<file path="config.mk">
export PLATFORM = sky130hd
export DESIGN_NAME = shift_tx
export DESIGN_NICKNAME = d
export VERILOG_FILES = /design/src/rtl/shift_tx.sv
export SDC_FILE = /design/constraint.sdc
export NUM_CORES = 1
export LEC_CHECK = 0
export CORE_ASPECT_RATIO = 1.1
export CORE_UTILIZATION = 49
export CTS_CLUSTER_DIAMETER = 30
export DETAILED_ROUTE_END_ITERATION = 10
export GPL_ROUTABILITY_DRIVEN = 0
export GPL_TIMING_DRIVEN = 0
export PLACE_DENSITY = 0.8
export SYNTH_ARGS = -nofsm -noshare
export SYNTH_HDL_FRONTEND = slang
export SYNTH_SLANG_ARGS = --single-unit
</file>
<file path="constraint.sdc">
create_clock -name clk -period 2 [get_ports clk]
set_clock_uncertainty 0.1 [all_clocks]
set_input_delay 0.2 -clock clk [delete_from_list [all_inputs] [get_ports clk]]
set_output_delay 0.2 -clock clk [all_outputs]
set_load 0.02 [all_outputs]
</file>
<file path="src/rtl/shift_tx.sv">
// shift_tx: parallel-in / serial-out transmitter, one bit per consumer strobe.
// Define PARITY_EN to append an even-parity bit after the data bits.
module shift_tx #(
  parameter int DATA_WIDTH = 16
) (
  input  logic                  clk,
  input  logic                  rst,
  input  logic                  in_valid,
  input  logic [DATA_WIDTH-1:0] in_data,
  input  logic                  msb_first,
  output logic                  in_ready,
  input  logic                  bit_en,
  output logic                  sout,
  output logic                  sout_valid,
  output logic                  busy,
  output logic                  done
);

  localparam int CW = $clog2(DATA_WIDTH);

  typedef enum logic [1:0] {
    IDLE  = 2'd0,
    SHIFT = 2'd1,
    PAR   = 2'd2
  } state_t;

  state_t                state;
  logic [DATA_WIDTH-1:0] sreg;
  logic [CW-1:0]         cnt;
  logic                  dir;
`ifdef PARITY_EN
  logic                  par;
`endif

  assign in_ready   = (state == IDLE) && !rst;
  assign sout_valid = (state != IDLE);
  assign busy       = (state != IDLE);

  always_comb begin
    sout = 1'b0;
    case (state)
      SHIFT: sout = dir ? sreg[DATA_WIDTH-1] : sreg[0];
`ifdef PARITY_EN
      PAR:   sout = par;
`endif
      default: sout = 1'b0;
    endcase
  end

  always_ff @(posedge clk) begin
    if (rst) begin
      state <= IDLE;
      sreg  <= '0;
      cnt   <= '0;
      dir   <= 1'b0;
      done  <= 1'b0;
`ifdef PARITY_EN
      par   <= 1'b0;
`endif
    end else begin
      done <= 1'b0;
      case (state)
        IDLE: begin
          if (in_valid) begin
            sreg  <= in_data;
            dir   <= msb_first;
            cnt   <= CW'(DATA_WIDTH - 1);
`ifdef PARITY_EN
            par   <= ^in_data;
`endif
            state <= SHIFT;
          end
        end
        SHIFT: begin
          if (bit_en) begin
            // zero-fill from the far end so stale bits never re-emerge
            if (dir)
              sreg <= {sreg[DATA_WIDTH-2:0], 1'b0};
            else
              sreg <= {1'b0, sreg[DATA_WIDTH-1:1]};
            if (cnt != '0)
              cnt <= cnt - 1'b1;
            if (cnt == '0) begin
`ifdef PARITY_EN
              state <= PAR;
`else
              state <= IDLE;
              done  <= 1'b1;
`endif
            end
          end
        end
`ifdef PARITY_EN
        PAR: begin
          if (bit_en) begin
            state <= IDLE;
            done  <= 1'b1;
          end
        end
`endif
        default: state <= IDLE;
      endcase
    end
  end

endmodule

</file>
==> results.json, run 1 <==
{
  "outcome": "complete, no violations",
  "peakVddDrop_uv": 422,
  "die_y_um": 54.0,
  "use_met1_pct": 26.2,
  "cts_tree": "yes",
  "final-instance-count-excl-fill": 190,
  "cts_sinks": 23,
  "period_share_pct": 94.0,
  "grt_max_degree": 13,
  "yosysWarnings": 0,
  "clock-root-buffer": "clkbuf_4",
  "num_antenna_cells": 0,
  "dieArea_sq_um": 2660,
  "met3_usage_pct": 2.54,
  "yosys_register_bits": 23,
  "syn-mean-instance-area_sq_um": 9.20,
  "drc_errors": 0,
  "synth.distinct_cells": 28,
  "worstPathArrival_ns": 1.58,
  "std_cell_rows": 18,
  "hold_class": "in2reg",
  "stdcell_area_sq_um": 1520,
  "synth_edf_count": 0,
  "viasPerCell": 5.93,
  "final_layout_size_suffix_gt1_share_pct": 18.1,
  "use_met2_pct": 40.4,
  "drv_slew": 0,
  "synth_area_sq_um": 1200,
  "cts_setup_buffers": 0,
  "insertion_delay_ns": 0.31,
  "grt_pass1_wl_mm": 4.45,
  "fin_util_pct": 66.8,
  "drt-pass1-iter-count": 4,
  "ios": 26,
  "syn_nets": 153,
  "core_sq_um": 2270,
  "clk_pin_slew_ns": 0.13,
  "synth_top_cell_by_area": "dfxtp_1",
  "wirelength_mm": 2.67,
  "htreeDepth": 1,
  "grt_usage_pct": 21.9,
  "max_freq_mhz": 532,
  "grt_remaining_overflow": 0,
  "synth_top_cell_area_share_pct": 38.2,
  "setup_viol_count_final": 0,
  "grt_pass1_vias": 1053,
  "cts_resized": 4,
  "maxCapViolCount": 0,
  "power_density_nw_per_um2": 681,
  "wl_per_cell_um": 14.1,
  "hold_viol": 0,
  "die-width_um": 49.3,
  "hold-worst-slack_ns": 0.405,
  "async_flop_share_pct": 0,
  "final_nets": 183,
  "place_ws_ns": 0.0532,
  "ant_nets": 0,
  "slew_headroom_pct": 67.7,
  "leakagePower_nw": 0.597,
  "hpwl_mm": 1.90,
  "critPathKind": "reg2out",
  "postCtsHoldBufs": 0,
  "crit_required_ns": 1.70,
  "start_util_pct": 53.0,
  "rsz0062_at_grt": "no",
  "setup_ws_ns": 0.121,
  "postSynthCellCount": 131,
  "place_area_sq_um": 1490,
  "period_needed_ns": 1.88,
  "grt_busiest_layer": "met2",
  "start_kind": "flop",
  "yosys-top-cells-area": "dfxtp_1 (38%), mux2_2 (14%), a221oi_1 (11%)",
  "antenna_found_initial": 0,
  "final_cell_mix": "clkdlybuf4s50_1 (23), nor2_1 (22), dfxtp_1 (22), nor3_1 (16)",
  "worstMarginPinSlew_ns": 0.471,
  "critPathMaxFanout": 10,
  "portBuffers": 25,
  "fillerInstances": 191,
  "numCtsBuffers": 3,
  "fin_setup_tns_ns": 0,
  "yosys_most_used_dff": "dfxtp_1",
  "end_kind": "primary output",
  "areaGrowthSynthToFinish_pct": 26.1,
  "cts_buffer_depth": 2,
  "final_common_cell": "clkdlybuf4s50_1",
  "route.vias.total": 1127,
  "drt_iter0_drc": 29,
  "finalPower_mw": 1.03,
  "dp.cells": 186,
  "ys_seq_area_share_pct": 38.2
}
flip-flops by register name, summed over array words and instances, names as in the netlist:
register / cells
cnt: 4
state: 1
done: 1
sreg: 16
dir: 1
worst paths after layout:
kind              cells past startpoint                    end           startpoint  slack (ns)
setup reg to reg                      5    cnt[0]$_SDFFE_PP0P_  cnt[0]$_SDFFE_PP0P_        0.32
setup / recovery                      5                   sout     dir$_SDFFE_PP0P_        0.12
hold reg to reg                       1    cnt[0]$_SDFFE_PP0P_  cnt[0]$_SDFFE_PP0P_        0.42
hold / removal                        3  sreg[15]$_SDFFE_PP0P_          in_data[15]        0.40
logic make-up after synthesis:
family,share of synthesized area [%]
buf+inv,8.00
fa+ha+maj,1.04
mux,16.5
simple gates,19.9
flops,38.2
compound gates,16.3
power by group:
group,internal [mW],switching (mW),leakage [nW]
clock,0.0779,0.139,0.0150
sequential,0.503,0.0364,0.191
combinational,0.151,0.127,0.390
total,0.732,0.303,0.597
synth_stat cells, drive strengths merged (2+ instances only):
cell type / count
buf: 7
o22ai: 2
nand2: 2
dfxtp: 23
nor3: 16
a21oi: 2
and2: 2
nor2b: 2
mux2i: 3
a211oi: 3
nor2: 22
mux2: 15
a221oi: 15
clkbuf: 4
inv: 3
layer usage:
layer / share of wire (%) / vias to the layer above
met5: 0 / -
met4: 0.86 / 0
met3: 4.0 / 4
met2: 48 / 32
met1: 47 / 546
li1: - / 545
area by class of cell:
type / instances / area (sq um) / share of cell area (%)
plain buffers: 11 / 86.3 / 5.68
flip-flops and latches: 23 / 462 / 30.4
repair buffers: 25 / 248 / 16.3
well taps: 30 / 37.5 / 2.47
multi-input cells: 94 / 648 / 42.7
inverters: 3 / 11.3 / 0.741
clock buffers: 4 / 26.3 / 1.73
critical path: stages (launching register included):
cell and delay, ns:
dfxtp_1 0.32, buf_2 0.22, buf_6 0.18, mux2i_1 0.19
nor2_1 0.05, dlygate4sd2_1 0.31
Note: power is estimated with default switching activity, not from simulation.
==> inputs of run 2 (changes only) <==
--- a/config.mk
+++ b/config.mk
@@ -11,7 +11,7 @@
 export DETAILED_ROUTE_END_ITERATION = 10
 export GPL_ROUTABILITY_DRIVEN = 0
 export GPL_TIMING_DRIVEN = 0
-export PLACE_DENSITY = 0.8
+export PLACE_DENSITY = 0.78
 export SYNTH_ARGS = -nofsm -noshare
 export SYNTH_HDL_FRONTEND = slang
 export SYNTH_SLANG_ARGS = --single-unit
==> run 2 against run 1 <==
Net effect: utilization unchanged; clock-buffer cell count stayed put; sequential cell count is the same; routed wire length grew 2.8%.
==> results.json, run 2 (synthesized netlist as in run 1, its figures left out) <==
{
  "outcome": "complete, no violations",
  "end_kind": "primary output",
  "reg_top3": "sreg (16), cnt (4)",
  "grt_remaining_overflow": 0,
  "peakVddDrop_uv": 389,
  "critPathKind": "reg2out",
  "setup_viol_count_final": 0,
  "dieArea_sq_um": 2660,
  "ios": 26,
  "max_stage_delay_ns": 0.33,
  "cts_setup_buffers": 0,
  "grt_usage_pct": 22.3,
  "num_antenna_cells": 0,
  "cts_buffer_depth": 2,
  "viasPerCell": 5.76,
  "final_nets": 183,
  "max_freq_mhz": 522,
  "cp_cell_sequence": "buf_2 -> buf_6 -> mux2i_1 -> nor2_1 -> dlygate4sd2_1",
  "die_y_um": 54.0,
  "worstPathArrival_ns": 1.61,
  "numCtsBuffers": 3,
  "start_util_pct": 53.0,
  "drc_errors": 0,
  "fin_util_pct": 66.8,
  "cts_sinks": 23,
  "leakagePower_nw": 0.597,
  "wirelength_mm": 2.75,
  "critPathMaxFanout": 10,
  "htreeDepth": 1,
  "fin_setup_tns_ns": 0,
  "portBuffers": 25,
  "ant_nets": 0,
  "slew_headroom_pct": 67.6,
  "std_cell_rows": 18,
  "clock-root-buffer": "clkbuf_4",
  "period_needed_ns": 1.91,
  "hpwl_mm": 1.99,
  "antenna_found_initial": 0,
  "route.vias.total": 1094,
  "worst-path-buf-inv": 3,
  "grt_max_degree": 13,
  "areaGrowthSynthToFinish_pct": 26.1,
  "core_sq_um": 2270,
  "wl_per_cell_um": 14.5,
  "start_kind": "flop",
  "drv_slew": 0,
  "drt_iter0_drc": 20,
  "maxCapViolCount": 0,
  "cpLargestDelayFamily": "buffers and inverters",
  "crit_slowest_cell": "dfxtp_1",
  "cts_tree": "yes",
  "hold_class": "reg2reg",
  "hold_viol": 0,
  "grt_pass1_wl_mm": 4.55,
  "worstMarginPinSlew_ns": 0.473,
  "postCtsHoldBufs": 0,
  "power_density_nw_per_um2": 683,
  "regMostFlops": "sreg",
  "cts_resized": 4,
  "largest_reg_flops": 16,
  "clk_pin_slew_ns": 0.12,
  "insertion_delay_ns": 0.31,
  "drt-pass1-iter-count": 4,
  "die-width_um": 49.3,
  "crit_required_ns": 1.70,
  "final_layout_size_suffix_gt1_share_pct": 18.1,
  "period_share_pct": 95.7,
  "rsz0062_at_grt": "no",
  "grt_pass1_vias": 1063,
  "final_common_cell": "clkdlybuf4s50_1",
  "final_cell_mix": "clkdlybuf4s50_1 (23), nor2_1 (22), dfxtp_1 (22), nor3_1 (16)"
}
## run 2: stage by stage
| stage | instances | hold slack [ns] | cell area (sq um) | power (mW) | setup WS [ns] |
|---|---|---|---|---|---|
| finish | 190 | 0.409 | 1520 | 1.04 | 0.0855 |
| global route | 190 | 0.421 | 1520 | 1.08 | 0.0128 |
| CTS | 190 | 0.412 | 1520 | 1.04 | 0.0950 |
| detailed placement | 186 | 0.394 | 1490 | 0.829 | 0.0241 |
| global placement | 186 | 0.374 | 1490 | 0.819 | 0.0426 |
| floorplan | 131 | 0.178 | 1200 | 0.728 | 0.457 |
## run 2: worst paths after layout
kind	startpoint	to	slack [ns]	depth (start not counted)
max reg2reg	cnt[0]$_SDFFE_PP0P_	cnt[1]$_SDFFE_PP0P_	0.34	5
min reg2reg	cnt[0]$_SDFFE_PP0P_	cnt[0]$_SDFFE_PP0P_	0.41	1
max	dir$_SDFFE_PP0P_	sout	0.09	5
min	cnt[0]$_SDFFE_PP0P_	cnt[0]$_SDFFE_PP0P_	0.41	1
## run 2: per-layer routing
metal / GRT usage [%] / routed length [um]
met5: 0 / 0
met4: 7.35 / 23
met3: 3.11 / 113
met2: 41.6 / 1310
met1: 26.5 / 1300
## run 2: area by class of cell
type	instances	area, sq um
buffer	11	86.3
clock buffer	4	26.3
fill	191	756
inverter	3	11.3
multi-input combinational	94	648
sequential	23	462
tap	30	37.5
timing repair buffer	25	248
## run 2: report_power, final
part	total, mW	internal [mW]	switching [mW]	leakage, nW
sequential	0.539	0.503	0.0360	0.191
clock	0.220	0.0780	0.142	0.0150
combinational	0.279	0.151	0.128	0.390
total	1.04	0.732	0.306	0.597
